## src/rtl/int2float_pkg.sv

```systemverilog
// rtl/int2float_pkg.sv - shared widths and result-register state for int2float_sched
//   IN_W_DEF  : default integer operand width
//   OUT_W_DEF : default float result width
//   state_e   : result register state, value equals rsp_valid
package int2float_pkg;

  localparam int IN_W_DEF  = 11;
  localparam int OUT_W_DEF = 7;

  typedef enum logic {
    ST_EMPTY = 1'b0,
    ST_FULL  = 1'b1
  } state_e;

endpackage

```

## src/rtl/rr_arbiter.sv

```systemverilog
// rtl/rr_arbiter.sv - combinational round-robin pick, search starts at ptr and wraps
//   req_i       : request vector
//   ptr_i       : highest-priority index this cycle
//   grant_o     : one-hot grant, zero when no request
//   grant_idx_o : index of the granted request (0 when none)
//   any_o       : a request was granted
module rr_arbiter #(
  parameter int NREQ = 4,
  parameter int IDW  = $clog2(NREQ)
) (
  input  logic [NREQ-1:0] req_i,
  input  logic [IDW-1:0]  ptr_i,
  output logic [NREQ-1:0] grant_o,
  output logic [IDW-1:0]  grant_idx_o,
  output logic            any_o
);

  // One extra bit so ptr + offset never overflows before the wrap.
  logic [IDW:0] cand;

  always_comb begin
    grant_o     = '0;
    grant_idx_o = '0;
    any_o       = 1'b0;
    cand        = '0;
    for (int k = 0; k < NREQ; k++) begin
      cand = {1'b0, ptr_i} + (IDW+1)'(k);
      if (cand >= (IDW+1)'(NREQ)) begin
        cand = cand - (IDW+1)'(NREQ);
      end
      if (!any_o && req_i[cand[IDW-1:0]]) begin
        any_o                   = 1'b1;
        grant_idx_o             = cand[IDW-1:0];
        grant_o[cand[IDW-1:0]] = 1'b1;
      end
    end
  end

endmodule

```

## src/rtl/int2float_sched.sv

```systemverilog
// rtl/int2float_sched.sv - shares one external int2float converter among NREQ requesters
//   clk, rst   : clock, synchronous active-high reset
//   req_valid  : per-requester operand valid
//   req_data   : packed operands, requester i at [i*IN_W +: IN_W]
//   req_ready  : one-hot-or-zero accept strobe
//   cvt_in     : operand to the external converter
//   cvt_res    : converter result, combinational from cvt_in
//   rsp_valid, rsp_data, rsp_id, rsp_ready : registered result handshake
//   done_cnt   : completed conversions, saturating
module int2float_sched
  import int2float_pkg::*;
#(
  parameter int NREQ  = 4,
  parameter int IN_W  = IN_W_DEF,
  parameter int OUT_W = OUT_W_DEF,
  parameter int IDW   = $clog2(NREQ)
) (
  input  logic                 clk,
  input  logic                 rst,
  input  logic [NREQ-1:0]      req_valid,
  input  logic [NREQ*IN_W-1:0] req_data,
  output logic [NREQ-1:0]      req_ready,
  output logic [IN_W-1:0]      cvt_in,
  input  logic [OUT_W-1:0]     cvt_res,
  output logic                 rsp_valid,
  output logic [OUT_W-1:0]     rsp_data,
  output logic [IDW-1:0]       rsp_id,
  input  logic                 rsp_ready,
  output logic [15:0]          done_cnt
);

  state_e             state_q, state_d;
  logic [OUT_W-1:0]   rsp_data_q, rsp_data_d;
  logic [IDW-1:0]     rsp_id_q, rsp_id_d;
  logic [IDW-1:0]     ptr_q, ptr_d;
  logic [15:0]        done_cnt_q, done_cnt_d;

  logic               can_issue;
  logic [NREQ-1:0]    arb_req;
  logic [NREQ-1:0]    grant;
  logic [IDW-1:0]     grant_idx;
  logic               any_grant;

  // Reset gates issue so nothing is accepted while the result is being discarded.
  assign can_issue = !rst && ((state_q == ST_EMPTY) || rsp_ready);
  assign arb_req   = req_valid & {NREQ{can_issue}};

  rr_arbiter #(
    .NREQ (NREQ),
    .IDW  (IDW)
  ) u_arb (
    .req_i       (arb_req),
    .ptr_i       (ptr_q),
    .grant_o     (grant),
    .grant_idx_o (grant_idx),
    .any_o       (any_grant)
  );

  assign req_ready = grant;
  assign cvt_in    = any_grant ? req_data[int'(grant_idx)*IN_W +: IN_W] : '0;

  always_comb begin
    state_d    = state_q;
    rsp_data_d = rsp_data_q;
    rsp_id_d   = rsp_id_q;
    ptr_d      = ptr_q;
    done_cnt_d = done_cnt_q;

    if ((state_q == ST_FULL) && rsp_ready) begin
      state_d = ST_EMPTY;
      if (done_cnt_q != 16'hFFFF) begin
        done_cnt_d = done_cnt_q + 16'd1;
      end
    end

    // A grant in the same cycle as a drain overwrites the slot, keeping one result per cycle.
    if (any_grant) begin
      state_d    = ST_FULL;
      rsp_data_d = cvt_res;
      rsp_id_d   = grant_idx;
      ptr_d      = (grant_idx == IDW'(NREQ-1)) ? '0 : grant_idx + 1'b1;
    end
  end

  always_ff @(posedge clk) begin
    if (rst) begin
      state_q    <= ST_EMPTY;
      rsp_data_q <= '0;
      rsp_id_q   <= '0;
      ptr_q      <= '0;
      done_cnt_q <= '0;
    end else begin
      state_q    <= state_d;
      rsp_data_q <= rsp_data_d;
      rsp_id_q   <= rsp_id_d;
      ptr_q      <= ptr_d;
      done_cnt_q <= done_cnt_d;
    end
  end

  assign rsp_valid = (state_q == ST_FULL);
  assign rsp_data  = rsp_data_q;
  assign rsp_id    = rsp_id_q;
  assign done_cnt  = done_cnt_q;

endmodule

```

## config.mk

```make
export PLATFORM = sky130hd
export DESIGN_NAME = int2float_sched
export DESIGN_NICKNAME = d
export VERILOG_FILES = /design/src/rtl/int2float_pkg.sv /design/src/rtl/rr_arbiter.sv /design/src/rtl/int2float_sched.sv
export SDC_FILE = /design/constraint.sdc
export NUM_CORES = 1
export LEC_CHECK = 0
export ABC_AREA = 0
export CORE_MARGIN = 1.5
export CORE_UTILIZATION = 41
export DETAILED_ROUTE_END_ITERATION = 8
export PLACE_DENSITY = 0.81
export SETUP_SLACK_MARGIN = 0.5
export SLEW_MARGIN = 15
export SYNTH_ARGS = -nofsm -noshare
export SYNTH_HDL_FRONTEND = slang
export SYNTH_HIERARCHICAL = 1
export SYNTH_SLANG_ARGS = --single-unit
export TNS_END_PERCENT = 100
```

## constraint.sdc

```tcl
create_clock -name clk -period 5.6 [get_ports clk]
set_clock_uncertainty 0.15 [all_clocks]
set_input_delay 0.84 -clock clk [delete_from_list [all_inputs] [get_ports clk]]
set_output_delay 0.84 -clock clk [all_outputs]
set_load 0.03 [all_outputs]
```

* Word level (Yosys, flattened, before mapping)
Index checks and enable logic that the tools add are counted.
** Storage, ports and cells
- Input port bits :: 58
- Register bits after elaboration :: 28
- Word-level logic and storage cells :: 87
** Operators by class
- Equality and inequality tests :: 2
- Multiply operators :: 1
- Shifts and indexed selects :: 1
- Magnitude comparators :: 12
- Bitwise operators :: 5
- Muxes and demuxes :: 36
- $add $sub $neg :: 9
- Reductions and logical operators :: 16
** Operators with widths (count)
- variable part select 44 x 7 -> 11 bit :: 1
- 2-to-1 mux 2 bit :: 9
- adder 16 x 1 -> 16 bit, second input constant :: 1
- 2-to-1 mux 4 bit :: 4
- inequality test 16 bit, second input constant :: 1
- 2-to-1 mux 1 bit :: 14
- less-than comparator 2 x 3 -> 1 bit, second input constant :: 4
- OR 4 bit :: 3
- 2-to-1 mux 11 bit :: 1
- greater-or-equal comparator 3 bit, second input constant :: 3
- logical AND 1 bit :: 9
- binary-select mux 1 bit (select 2 bit) :: 4
- demux 1 bit (select 2 bit) :: 4
- greater-or-equal comparator 2 x 1 -> 1 bit, second input constant :: 4
- subtractor 2 x 1 -> 2 bit, second input constant :: 4
- adder 2 x 2 -> 3 bit, second input constant :: 2
- multiplier 2 x 4 -> 6 bit, second input constant :: 1
- bitwise AND 4 bit :: 1
- zero test 1 bit :: 4
- adder 2 x 1 -> 3 bit, second input constant :: 1
- greater-or-equal comparator 2 x 3 -> 1 bit, second input constant :: 1
- adder 2 x 1 -> 2 bit, second input constant :: 1
- == test 2 bit, second input constant :: 1
- AND reduction 2 bit :: 1
- 3 further kinds :: 3

* Logic depth before layout (Yosys ltp)
- Depth after elaboration :: 19
- Mapped depth :: 13

* Modules after synthesis
The synthesis kept the hierarchy.
** Modules (own cells, without submodules)
- int2float_sched :: area each 1635.3 um^2, times used 1, cells an instance 173
- rr_arbiter :: area each 421.7 um^2, times used 1, cells an instance 45

* Worst setup path before layout
No wires, ideal clock.
- Path kind :: input -> output
- From :: input rst
- To :: output cvt_in[2]
- Buffers on the path :: 4
- Stages on the path :: 10
- Data arrival time :: 4202 ps
- Path slack :: 408 ps
- Cell sequence :: clkbuf_1 -> clkbuf_1 -> nor2_1 -> and2_1 -> mux4_2 -> clkbuf_1 -> o31ai_1 -> buf_2 -> mux4_2 -> and2_1
** Between the ends
- Cells in the longest elaborated chain, start to end :: 18
** RTL lines
- start, declared :: RTL line int2float_sched.sv:19 : input logic rst,
- zero test 1 bit (*) :: RTL line int2float_sched.sv:45 : assign can_issue = !rst && ((state_q == ST_EMPTY) || rsp_ready);
- logical AND 1 bit (*) :: RTL line int2float_sched.sv:45
- bitwise AND 4 bit (*) :: RTL line int2float_sched.sv:46 : assign arb_req = req_valid & {NREQ{can_issue}};
- net arb_req[3] :: RTL line int2float_sched.sv:39 : logic [NREQ-1:0] arb_req;
- binary-select mux 1 bit (select 2 bit) :: RTL line rr_arbiter.sv:31 : if (!any_o && req_i[cand[IDW-1:0]]) begin
- 2-to-1 mux 1 bit (not written as such) :: RTL line rr_arbiter.sv:31
- 2-to-1 mux 1 bit :: RTL line rr_arbiter.sv:31
- zero test 1 bit :: RTL line rr_arbiter.sv:31
- [4 not listed]
- 2-to-1 mux 1 bit :: RTL line rr_arbiter.sv:31
- zero test 1 bit :: RTL line rr_arbiter.sv:31
- logical AND 1 bit :: RTL line rr_arbiter.sv:31
- 2-to-1 mux 2 bit (*) :: RTL line rr_arbiter.sv:31
- net grant_idx[0] :: RTL line int2float_sched.sv:41 : logic [IDW-1:0] grant_idx;
- multiplier 2 x 4 -> 6 bit (*) :: RTL line int2float_sched.sv:60 : assign cvt_in = any_grant ? req_data[int'(grant_idx)*IN_W +: IN_W] : '0;
- variable part select 44 x 7 -> 11 bit (*) :: RTL line int2float_sched.sv:60
- 2-to-1 mux 11 bit (*) :: RTL line int2float_sched.sv:60
- end, declared :: RTL line int2float_sched.sv:23 : output logic [IN_W-1:0] cvt_in,
Mark *: on every way through the listed nets, which the timed path passes. The rest lies on a longest branch. The select of a mux whose other input is x is not followed.

* Worst setup path in the final report
- From :: input rst
- To :: output cvt_in[7]
The elaborated chain is that of the path after synthesis.

==> metrics <==
DRC Markers=0; critical path required time=4610 ps; DRT Wirelength=5550 um; CP Cell Sequence=clkdlybuf4s50_1 > nor2_1 > and2_1 > mux4_1 > buf_4 > and2b_2 > o21ai_2 > o31ai_4 > buf_12 > mux4_2 > and2_1 > dlygate4sd2_1; Avg Inst Size Synth=9.44 um^2; diode count=0; crit share post-route=87.9%; CTS Buffer Depth=2; Reg area=561 um^2; all-layer global routing usage=20.2%; Layout area overhead=56.7%; fraction of layout cells with a size suffix above 1=14.5%; Post-DRT Antenna Nets=0; max-slew violations=0; Critical Setup Path Class=input port to output port; Slew @ Worst Pin=470 ps; Setup TNS=0 ps; Overall Power=1430 uW; crit path DAT=3930 ps; CTS tree=built; Hold Crit Class=flop to flop; final hold viol count=0; H-tree depth=1; Cell Area, Synth=2060 um^2; core box area=4790 um^2; minimum clock period after layout=4920 ps; Die Span Y=73.8 um; Vias=2052; CTS Buf Count=3; crit-path most repeated cell=and2_1; Area after DPL=3100 um^2; largest net degree at the start of global routing=36; DR vias/cell=5.34; Ys Warns=6; Synth Instances=218; Initial Utilization=43.0%; final instance area=3220 um^2; Power Dens Cells=445 nW/um^2; Clock Latency Late Sink=280 ps; most frequent cells in the layout=clkdlybuf4s50_1, nor2_1, dfxtp_1, and2_1, mux2i_1; clk root buf=clkbuf_8; vias in the first global route=1935; Worst path slowest cell=mux4_1; worst vdd ir=0.199 mV; most common cell after layout, fill and taps aside=clkdlybuf4s50_1; GPL Wtd Cong=0.771; dpl hpwl=4270 um; Largest stage delay, worst path=550 ps; initial antenna violation count=0; # IOs=99; aggregate global routing overflow=0; total clock sinks=28; startpoint types=input port; Nets=383; Rel. slew slack=68.4%; Max Fanout on Critical Path=10; count of state elements after synthesis=28; Routed WL per cell=14.4 um; drt first pass iters=4; die width=73.8 um; max cap viols=0; Synth area leaders=dfxtp_1, mux4_2, mux2i_1; Reg clk slew, reported paths=100 ps; outcome=completed; row cnt=25; Finish-stage setup viols=0; area leader, netlist=dfxtp_1; register area share after synthesis=27.3%; global-route wire length before repair=8730 um; Post-Syn Nets=283; Hold-fix buffers, CTS=0; area of the die=5450 um^2; DRT iter0 DRCs=173; area of the multi-input gates=1420 um^2; FMAX=203 MHz; FILL cells=385; PortBufs=98; RSZ-0062 raised after global routing=false; synth unique cells=43; CP endpoint kind=output port; top-area cell type share of the netlist area=27.3%; Static Leak=0.00123 uW
==> routing by layer <==
layer,GRT usage [%],vias to the layer above,wire (um)
met5,0,-,0
met4,4.53,0,57
met3,3.57,8,486
met2,37.5,92,2740
met1,24.1,943,2260
li1,-,1009,-
==> layout make-up <==
cell class | instances | share of cell area [%]
clock buffer | 3 | 1.28
clock inverter | 1 | 0.932
inverter | 6 | 0.699
multi-input combinational | 170 | 44.2
sequential | 28 | 17.4
tap | 67 | 2.60
timing repair buffer | 109 | 32.9
==> critical path: cells and delay by family <==
kind / cells / cell delay [ps]
buffers and inverters: 4 / 1190
AOI/OAI and AO/OA: 2 / 270
muxes: 2 / 960
and+or+nand+nor: 4 / 680
==> Yosys cell counts <==
cell type and instances:
nor2_1 30, dfxtp_1 28, and2_1 16, mux2i_1 15, mux4_2 13, a22oi_1 8
clkbuf_1 8, ha_1 7, mux2_2 7, nor2b_1 7, o21ai_0 7, a21oi_1 6
inv_1 6, nand2_1 5, nand4_1 5, nor4_1 5, nand2b_1 4, o31ai_1 4
nand3_1 3, nor3_1 3, or4_1 3, and3_1 2, buf_2 2, buf_6 2
mux4_1 2, or2_2 2, or3_1 2, a21boi_0 1, a311oi_1 1, a31oi_1 1
a32o_1 1, and2b_2 1, and3_2 1, and4_1 1, buf_1 1, clkbuf_2 1
nand3_2 1, nor3b_1 1, nor4b_4 1, o2111ai_1 1, o211ai_1 1, o221ai_1 1
xor2_1 1
==> timing repair <==
action	4_1_cts	5_1_grt
gates resized for setup	14	4
pin swaps	1	1
cloned	0	0
endpoints found under the setup margin	11	11
buffers inserted	5	1
==> per-stage QoR <==
step / util (%) / instances / worst slack [ps] / hold WS [ps]
finish: 67.3 / 384 / 677 / 356
global route: 67.3 / 384 / 551 / 383
CTS: 67.2 / 383 / 517 / 361
detailed placement: 64.8 / 374 / 16.7 / 337
global placement: 64.8 / 374 / 51.0 / 325
floorplan: - / 218 / 621 / 399
==> power breakdown <==
group | internal [uW] | switching (uW) | total (uW)
registers | 231 | 23.8 | 255
logic | 483 | 537 | 1020
clock network | 95.8 | 63.3 | 159
total | 810 | 624 | 1430
==> state kept, by name (all words and copies together) (netlist names) <==
signal	count
done_cnt	16
ptr_q	2
rsp_data	7
rsp_id	2
rsp_valid	1
==> final timing paths <==
kind                                  from                        to  slack (ps)  cells past startpoint
setup / recovery                       rst                 cvt_in[7]         680                     12
hold / removal    rsp_data[0]$_SDFFE_PP0P_  rsp_data[0]$_SDFFE_PP0P_         360                      2
setup reg to reg    rsp_valid$_SDFFE_PP0P_     ptr_q[1]$_SDFFE_PP0P_        2500                     11
hold reg to reg   rsp_data[0]$_SDFFE_PP0P_  rsp_data[0]$_SDFFE_PP0P_         360                      2
==> kinds of logic (layout without fill, tap and decap cells) <==
group | count (synthesis) | count (layout) | share of synthesized area, %
multiplexers | 37 | 37 | 27.9
buffers and inverters | 20 | 119 | 4.56
flip-flops | 28 | 28 | 27.3
XOR/XNOR | 1 | 1 | 0.426
AND/OR/NAND/NOR | 93 | 93 | 25.2
AO/OA/AOI/OAI | 32 | 32 | 10.3
adder cells (fa/ha/maj) | 7 | 7 | 4.26
Power figures use the tool's default switching activity.
